### src/rtl/data_cache_pkg.sv
// Shared types, field widths and address-field helpers for the direct-mapped data cache.
package cache_pkg;

    localparam int CACHE_BLOCKS = 8;
    localparam int CPU_ADDR_W   = 8;
    localparam int OFFSET_W     = 2;
    localparam int INDEX_W      = $clog2(CACHE_BLOCKS);
    localparam int TAG_W        = CPU_ADDR_W - INDEX_W - OFFSET_W;
    localparam int MEM_ADDR_W   = TAG_W + INDEX_W;

    typedef enum logic [1:0] {IDLE, WRITEBACK, FETCH} state_t;

    typedef logic [TAG_W-1:0]    tag_t;
    typedef logic [INDEX_W-1:0]  index_t;
    typedef logic [OFFSET_W-1:0] offset_t;

    function automatic tag_t get_tag(input logic [CPU_ADDR_W-1:0] addr);
        return addr[CPU_ADDR_W-1 -: TAG_W];
    endfunction

    function automatic index_t get_index(input logic [CPU_ADDR_W-1:0] addr);
        return addr[OFFSET_W +: INDEX_W];
    endfunction

    function automatic offset_t get_offset(input logic [CPU_ADDR_W-1:0] addr);
        return addr[OFFSET_W-1:0];
    endfunction

endpackage

### src/rtl/data_cache_if.sv
// Block-transfer bus between the cache (master) and the word-wide data memory (slave).
interface data_cache_if;
    import cache_pkg::*;

    logic                  MEM_READ;
    logic                  MEM_WRITE;
    logic [MEM_ADDR_W-1:0] MEM_ADDRESS;
    logic [31:0]           MEM_WRITEDATA;
    logic [31:0]           MEM_READDATA;
    logic                  MEM_BUSYWAIT;

    modport master (
        output MEM_READ, MEM_WRITE, MEM_ADDRESS, MEM_WRITEDATA,
        input  MEM_READDATA, MEM_BUSYWAIT
    );

    modport slave (
        input  MEM_READ, MEM_WRITE, MEM_ADDRESS, MEM_WRITEDATA,
        output MEM_READDATA, MEM_BUSYWAIT
    );

endinterface

### src/rtl/data_cache_array.sv
// Line storage: valid/dirty/tag/data per line, combinational read, synchronous byte write and line fill.
module data_cache_array
    import cache_pkg::*;
#(
    parameter int NUM_BLOCKS = CACHE_BLOCKS
) (
    input  logic        CLK,
    input  logic        RESET,
    input  index_t      index,
    input  logic        wr_en,
    input  offset_t     wr_offset,
    input  logic [7:0]  wr_byte,
    input  logic        fill_en,
    input  tag_t        fill_tag,
    input  logic [31:0] fill_data,
    output logic        rd_valid,
    output logic        rd_dirty,
    output tag_t        rd_tag,
    output logic [31:0] rd_data
);

    logic [NUM_BLOCKS-1:0] valid_q;
    logic [NUM_BLOCKS-1:0] dirty_q;
    tag_t                  tag_q  [NUM_BLOCKS];
    logic [31:0]           data_q [NUM_BLOCKS];

    always_ff @(posedge CLK) begin
        if (RESET) begin
            valid_q <= '0;
            dirty_q <= '0;
            for (int unsigned i = 0; i < NUM_BLOCKS; i++) begin
                tag_q[i]  <= '0;
                data_q[i] <= '0;
            end
        end else if (fill_en) begin
            valid_q[index] <= 1'b1;
            dirty_q[index] <= 1'b0;
            tag_q[index]   <= fill_tag;
            data_q[index]  <= fill_data;
        end else if (wr_en) begin
            data_q[index][{wr_offset, 3'b000} +: 8] <= wr_byte;
            dirty_q[index] <= 1'b1;
        end
    end

    assign rd_valid = valid_q[index];
    assign rd_dirty = dirty_q[index];
    assign rd_tag   = tag_q[index];
    assign rd_data  = data_q[index];

endmodule

### src/rtl/data_cache.sv
// Direct-mapped, write-back, write-allocate byte cache; stalls the CPU while it services misses.
module data_cache
    import cache_pkg::*;
#(
    parameter int NUM_BLOCKS = CACHE_BLOCKS,
    parameter int ADDR_W     = CPU_ADDR_W
) (
    input  logic              CLK,
    input  logic              RESET,
    input  logic              READ,
    input  logic              WRITE,
    input  logic [ADDR_W-1:0] ADDRESS,
    input  logic [7:0]        WRITEDATA,
    output logic [7:0]        READDATA,
    output logic              BUSYWAIT,
    data_cache_if.master      mem
);

    state_t      state;
    tag_t        req_tag;
    index_t      req_index;
    offset_t     req_offset;
    logic        line_valid;
    logic        line_dirty;
    tag_t        line_tag;
    logic [31:0] line_data;
    logic        hit;
    logic        req;
    logic        byte_wr;
    logic        fill;

    assign req_tag    = get_tag(ADDRESS);
    assign req_index  = get_index(ADDRESS);
    assign req_offset = get_offset(ADDRESS);

    assign hit     = line_valid && (line_tag == req_tag);
    assign req     = READ || WRITE;
    assign byte_wr = (state == IDLE) && WRITE && hit;
    assign fill    = (state == FETCH) && !mem.MEM_BUSYWAIT;

    // A pending write-allocate completes as an ordinary hit in the IDLE cycle after the fill.
    assign BUSYWAIT = (state != IDLE) || (req && !hit);
    assign READDATA = line_data[{req_offset, 3'b000} +: 8];

    data_cache_array #(
        .NUM_BLOCKS (NUM_BLOCKS)
    ) u_array (
        .CLK       (CLK),
        .RESET     (RESET),
        .index     (req_index),
        .wr_en     (byte_wr),
        .wr_offset (req_offset),
        .wr_byte   (WRITEDATA),
        .fill_en   (fill),
        .fill_tag  (req_tag),
        .fill_data (mem.MEM_READDATA),
        .rd_valid  (line_valid),
        .rd_dirty  (line_dirty),
        .rd_tag    (line_tag),
        .rd_data   (line_data)
    );

    always_ff @(posedge CLK) begin
        if (RESET) begin
            state             <= IDLE;
            mem.MEM_READ      <= 1'b0;
            mem.MEM_WRITE     <= 1'b0;
            mem.MEM_ADDRESS   <= '0;
            mem.MEM_WRITEDATA <= '0;
        end else begin
            case (state)
                IDLE: begin
                    if (req && !hit) begin
                        if (line_valid && line_dirty) begin
                            state             <= WRITEBACK;
                            mem.MEM_WRITE     <= 1'b1;
                            mem.MEM_ADDRESS   <= {line_tag, req_index};
                            mem.MEM_WRITEDATA <= line_data;
                        end else begin
                            state           <= FETCH;
                            mem.MEM_READ    <= 1'b1;
                            mem.MEM_ADDRESS <= {req_tag, req_index};
                        end
                    end
                end
                WRITEBACK: begin
                    if (!mem.MEM_BUSYWAIT) begin
                        state           <= FETCH;
                        mem.MEM_WRITE   <= 1'b0;
                        mem.MEM_READ    <= 1'b1;
                        mem.MEM_ADDRESS <= {req_tag, req_index};
                    end
                end
                FETCH: begin
                    if (!mem.MEM_BUSYWAIT) begin
                        state        <= IDLE;
                        mem.MEM_READ <= 1'b0;
                    end
                end
                default: state <= IDLE;
            endcase
        end
    end

endmodule

### src/flat_wrapper.sv
// flat-port wrapper written by rule: the top's interface ports become plain ports
module data_cache_flat import cache_pkg::*;
#(
    parameter int NUM_BLOCKS = CACHE_BLOCKS,
    parameter int ADDR_W     = CPU_ADDR_W
)
  (CLK, RESET, READ, WRITE, ADDRESS, WRITEDATA, READDATA, BUSYWAIT, mem_MEM_READ, mem_MEM_WRITE, mem_MEM_ADDRESS, mem_MEM_WRITEDATA, mem_MEM_READDATA, mem_MEM_BUSYWAIT);
  data_cache_if mem_i ();
  input  logic CLK;
  input  logic RESET;
  input  logic READ;
  input  logic WRITE;
  input  logic [ADDR_W-1:0] ADDRESS;
  input  logic [7:0] WRITEDATA;
  output logic [7:0] READDATA;
  output logic BUSYWAIT;
  output wire logic [$bits(mem_i.MEM_READ)-1:0] mem_MEM_READ;
  output wire logic [$bits(mem_i.MEM_WRITE)-1:0] mem_MEM_WRITE;
  output wire logic [$bits(mem_i.MEM_ADDRESS)-1:0] mem_MEM_ADDRESS;
  output wire logic [$bits(mem_i.MEM_WRITEDATA)-1:0] mem_MEM_WRITEDATA;
  input wire logic [$bits(mem_i.MEM_READDATA)-1:0] mem_MEM_READDATA;
  input wire logic [$bits(mem_i.MEM_BUSYWAIT)-1:0] mem_MEM_BUSYWAIT;
  assign mem_MEM_READ = mem_i.MEM_READ;
  assign mem_MEM_WRITE = mem_i.MEM_WRITE;
  assign mem_MEM_ADDRESS = mem_i.MEM_ADDRESS;
  assign mem_MEM_WRITEDATA = mem_i.MEM_WRITEDATA;
  assign mem_i.MEM_READDATA = mem_MEM_READDATA;
  assign mem_i.MEM_BUSYWAIT = mem_MEM_BUSYWAIT;
  data_cache #(.NUM_BLOCKS(NUM_BLOCKS), .ADDR_W(ADDR_W)) u_core (.CLK(CLK), .RESET(RESET), .READ(READ), .WRITE(WRITE), .ADDRESS(ADDRESS), .WRITEDATA(WRITEDATA), .READDATA(READDATA), .BUSYWAIT(BUSYWAIT), .mem(mem_i));
endmodule
### config.mk
export PLATFORM = sky130hd
export DESIGN_NAME = data_cache_flat
export DESIGN_NICKNAME = d
export VERILOG_FILES = /design/src/rtl/data_cache_pkg.sv /design/src/rtl/data_cache_if.sv /design/src/rtl/data_cache_array.sv /design/src/rtl/data_cache.sv /design/src/flat_wrapper.sv
export SDC_FILE = /design/constraint.sdc
export NUM_CORES = 1
export LEC_CHECK = 0
export BUFFER_PORTS_ARGS = -buffer_cell sky130_fd_sc_hd__buf_4
export CAP_MARGIN = 20
export CORE_ASPECT_RATIO = 0.9
export CORE_MARGIN = 2
export CORE_UTILIZATION = 45
export CTS_CLUSTER_DIAMETER = 120
export CTS_CLUSTER_SIZE = 12
export DETAILED_ROUTE_END_ITERATION = 12
export PLACE_DENSITY_LB_ADDON = 0.15
export SYNTH_ARGS = -nofsm -noshare
export SYNTH_HDL_FRONTEND = slang
export SYNTH_SLANG_ARGS = --single-unit
### constraint.sdc
create_clock -name CLK -period 7.1 [get_ports CLK]
set_input_delay 0.355 -clock CLK [delete_from_list [all_inputs] [get_ports CLK]]
set_output_delay 0.355 -clock CLK [all_outputs]
set_load 0.02 [all_outputs]
* Word level (Yosys, flattened, before mapping) *
Memories as Yosys holds them, arrays and structs flattened.
Cells that the tools add are included.

word-level totals
  flip-flop bits (word level) = 58
  bits in latches = 0
  memory bits (writable) = 280
  ROM bits = 0
  input port bits = 53
  output and inout bits = 49
  memories kept = 2

memories
  name                   depth  width  rd ports  clocked after memory_dff  wr ports  RTL line                source
  u_core.u_array.data_q  8      32     1         0                         8         data_cache_array.sv:25  logic [31:0] data_q [NUM_BLOCKS];
  u_core.u_array.tag_q   8      3      1         0                         8         data_cache_array.sv:24  tag_t tag_q [NUM_BLOCKS];

operators by class
  add/subtract/negate cells = 1
  multipliers = 0
  div/mod/pow operators = 0
  order comparisons = 2
  equal/unequal tests = 8
  shift-type cells = 3
  mux-type cells = 72
  bitwise operators = 36
  reductions and logical operators = 23

operators by type and width
  kind                                                         number
  2-to-1 mux 32 bit                                            3
  2-to-1 mux 1 bit                                             50
  bitwise OR 1 bit                                             32
  OR reduction 32 bit                                          1
  variable shift 8 x 7 -> 32 bit (first input constant)        1
  indexed part select 32 x 6 -> 8 bit                          1
  indexed part select 8 x 7 -> 32 bit                          1
  2-to-1 mux 6 bit                                             3
  2-to-1 mux 8 bit                                             2
  bitwise OR 8 bit                                             2
  one-hot mux 6 bit (2 select lines)                           1
  != test 2 bit (second input constant)                        5
  2-to-1 mux 3 bit                                             3
  AND reduction 3 bit                                          3
  AND 8 bit                                                    1
  2-to-1 mux 2 bit                                             4
  inverter 8 bit                                               1
  logical AND 1 bit                                            7
  negator 5 -> 7 bit                                           1
  binary-select mux 1 bit (select 3 bit)                       2
  one-hot mux 2 bit (3 select lines)                           1
  nonzero test 2 bit                                           3
  AND reduction 5 bit                                          1
  less-than comparator 3 x 4 -> 1 bit (second input constant)  1
  13 further kinds                                             15

* Logic depth before layout (Yosys ltp) *
  word-level depth = 11
  depth in mapped cells = 12
  gate-level depth less buffers = 9

* Cells and area by module *
Synthesis repeated with hierarchy kept, for this count alone.

unflattened totals
  cell total of the unflattened synthesis = 1135
  area, all modules = 15522.4 um2

modules (own cells, without submodules)
  module            times used  cells each  area each (um2)
  data_cache_array  1           921         13305.3
  data_cache        1           214         2217.1

* Least setup slack after synthesis *
Ideal clock, no wire load.

  path kind = input to register
  from = input port ADDRESS[3]
  to = memory u_core.u_array.data_q[0][10] (enable)
  setup time = 0.384 ns
  data arrival time = 3.024 ns
  setup slack = 3.692 ns
  cell stages on the path = 9
  cell sequence = buf_6 > mux4_1 > mux2i_4 > xnor2_1 > or3b_4 > nor2_1 > buf_2 > a31oi_1 > o21ai_0

RTL lines
  item                RTL line                source
  start: declaration  flat_wrapper.sv:13      input logic [ADDR_W-1:0] ADDRESS;
  end: declaration    data_cache_array.sv:25

==> out/metrics.csv <==
metric,value,unit
crit_fanout,44,
io_pins,102,
async_flop_share,0,%
startpoint_type,primary input,
slew_viol_final,0,
avgSynthCellArea,11.54,um2
ys_ff_latch,338,
ant_nets,0,
fmax,0.2153,GHz
diodes,0,
synth_nets,1386,
via_per_inst,5.939,
synth_warnings,0,
hold_class,in2reg,
critPathArrivalTime,4.77,ns
nets,1459,
clk_latency,0.53,ns
power_density,247.9,nW/um2
cts_max_level,2,
cts_setup_buffers,0,
netlist_instances,1325,
path_clk_slew,0.06,ns
drc,0,
synth.cell_area,15300,um2
synth_top_cell_area_share,54.97,%
num_vias,11180,
core.rowCount,64,
drtPass1Iterations,6,
ys.flop_type,edfxtp_1,
yosys.area.top_type,edfxtp_1,
grt_pass1_wl,67690,um
hold_viol,0,
clockRootBuffer,clkbuf_16,
min_period_over_period,65.43,%
synth.area.top_cells,"edfxtp_1 (55%), nor2_1 (8.6%), dfxtp_1 (7.6%), a22oi_1 (4.6%), mux2i_1 (3.3%)",
area_delta_synth_final,14.29,%
track_usage,26.50,%
synth-edff-count,280,
grt_pass1_vias,10280,
gp_congestion,0.8712,
cts_tree,done,
cp.required,7.22,ns
timing.setup.tns,0,ns
wirelength,46890,um
critPathCaptureType,register,
postCtsHoldBufs,0,
maxCapViolCount,0,
start_util,45.37,%
wl_per_cell,24.92,um
slew_headroom,25.26,%
cts_buffer_depth,3,
finalPower,4333,uW
tightest_slew,1.109,ns
core-area,33710,um2
drive_gt1_share,17.04,%
p_leak,0.005998,uW
status,"complete, no violations",
die_h,178.9,um
grt_overflow,0,
rsz0062_at_grt,no,
grt_max_degree,69,
synth_common_cells,"nor2_1 (349), edfxtp_1 (280), a22oi_1 (93)",
fin_crit,4.645,ns
clock-sinks,338,
ctsResizeCount,0,
dieWidth,198.3,um
synth.most_common_cell,nor2_1,
synth.distinct_cells,52,
antenna_found_initial,0,
drtIter0Drc,1394,
ys_seq_area_share,62.56,%
peakVddDrop,0.1658,mV
portBuffers,101,
setup_viol,0,
critPathKind,in2reg,
die_area,35480,um2
fin_worst_skew,0.02857,ns
dp_hpwl,32590,um
cts_made_buffers,34,
==> per-layer routing <==
metal	wire, um	part of all wire, %	GRT usage (%)	up-vias
li1	-	-	-	5023
met5	0	0	0	-
met4	862	1.8	5.733	0
met1	20500	44	39.22	5434
met3	5309	11	7.261	68
met2	20220	43	38.87	653
==> worst max-delay path, stage by stage <==
cell	delay, ns
buf_4	0.45
mux4_1	0.68
mux2i_4	0.19
xnor2_1	0.21
or3b_4	0.53
nor2_1	0.81
a31oi_1	0.54
o21ai_0	0.98
==> cell type report <==
cell class | count | area, um2
Fill cell | 2942 | 16230
Sequential cell | 338 | 9569
Multi-Input combinational cell | 872 | 5291
Timing Repair Buffer | 139 | 1003
Clock buffer | 55 | 950.9
Tap cell | 462 | 578.1
Inverter | 13 | 48.80
Clock inverter | 3 | 40.04
==> metrics by stage <==
| stage | cell area [um2] | setup slack (ns) | cells | util (%) | hold slack (ns) |
|---|---|---|---|---|---|
| 6_report | 17480 | 2.455 | 1882 | 51.86 | 0.2361 |
| 5_1_grt | 17480 | 2.343 | 1882 | 51.86 | 0.2839 |
| 4_1_cts | 17390 | 2.489 | 1864 | 51.57 | 0.2261 |
| 3_5_place_dp | 16400 | 1.977 | 1806 | 48.63 | 0.4565 |
| 3_3_place_gp | 16400 | 2.072 | 1806 | 48.63 | 0.4546 |
| 2_1_floorplan | 15300 | 3.692 | 1325 | - | 0.4315 |
==> cell usage in the layout, fill, tap and decap left out, types with 20 or more instances in the layout <==
cell / instances
nor2_1: 349
edfxtp_1: 280
buf_4: 121
a22oi_1: 93
dfxtp_1: 58
nand2_1: 55
mux2i_1: 50
o21ai_0: 49
clkbuf_16: 35
o21a_1: 34
nor3_1: 33
o21ai_2: 32
a21oi_1: 26
clkbuf_1: 20
==> worst paths after layout <==
kind	from	to	slack [ns]	cells past startpoint
hold reg to reg	u_core.u_array.valid_q[3]$_SDFFE_PP0P_	u_core.u_array.valid_q[3]$_SDFFE_PP0P_	0.47	2
hold / removal	mem_MEM_BUSYWAIT	u_core.mem.MEM_WRITE$_SDFFE_PP0P_	0.24	3
setup / recovery	ADDRESS[3]	u_core.u_array.data_q[6][20]$_SDFFCE_PN0P_	2.45	8
setup reg to reg	u_core.u_array.tag_q[5][1]$_SDFFCE_PN0P_	u_core.u_array.data_q[6][20]$_SDFFCE_PN0P_	2.50	7
==> where the power goes <==
part           switching (uW)  leakage [uW]  internal, uW
sequential               31.0       0.00337          2210
clock                     748      0.000475           925
combinational             290       0.00216           125
==> logic make-up after synthesis <==
kind of cell / share of synthesized area (%)
AOI/OAI and AO/OA: 13.74
xor gates and xnor gates: 0.05727
adders and majority gates: 0.6544
buffers and inverters: 3.043
DFF: 62.56
muxes: 6.045
and+or+nand+nor: 13.90
==> state kept, by name, indices dropped and copies added, names as in the netlist, named ones only <==
signal / count
u_core.mem.MEM_WRITEDATA: 32
u_core.u_array.data_q: 256
u_core.mem.MEM_READ: 1
u_core.mem.MEM_WRITE: 1
u_core.u_array.tag_q: 24
u_core.state: 2
u_core.mem.MEM_ADDRESS: 6
u_core.u_array.valid_q: 8
(Power assumes the default switching activity.)
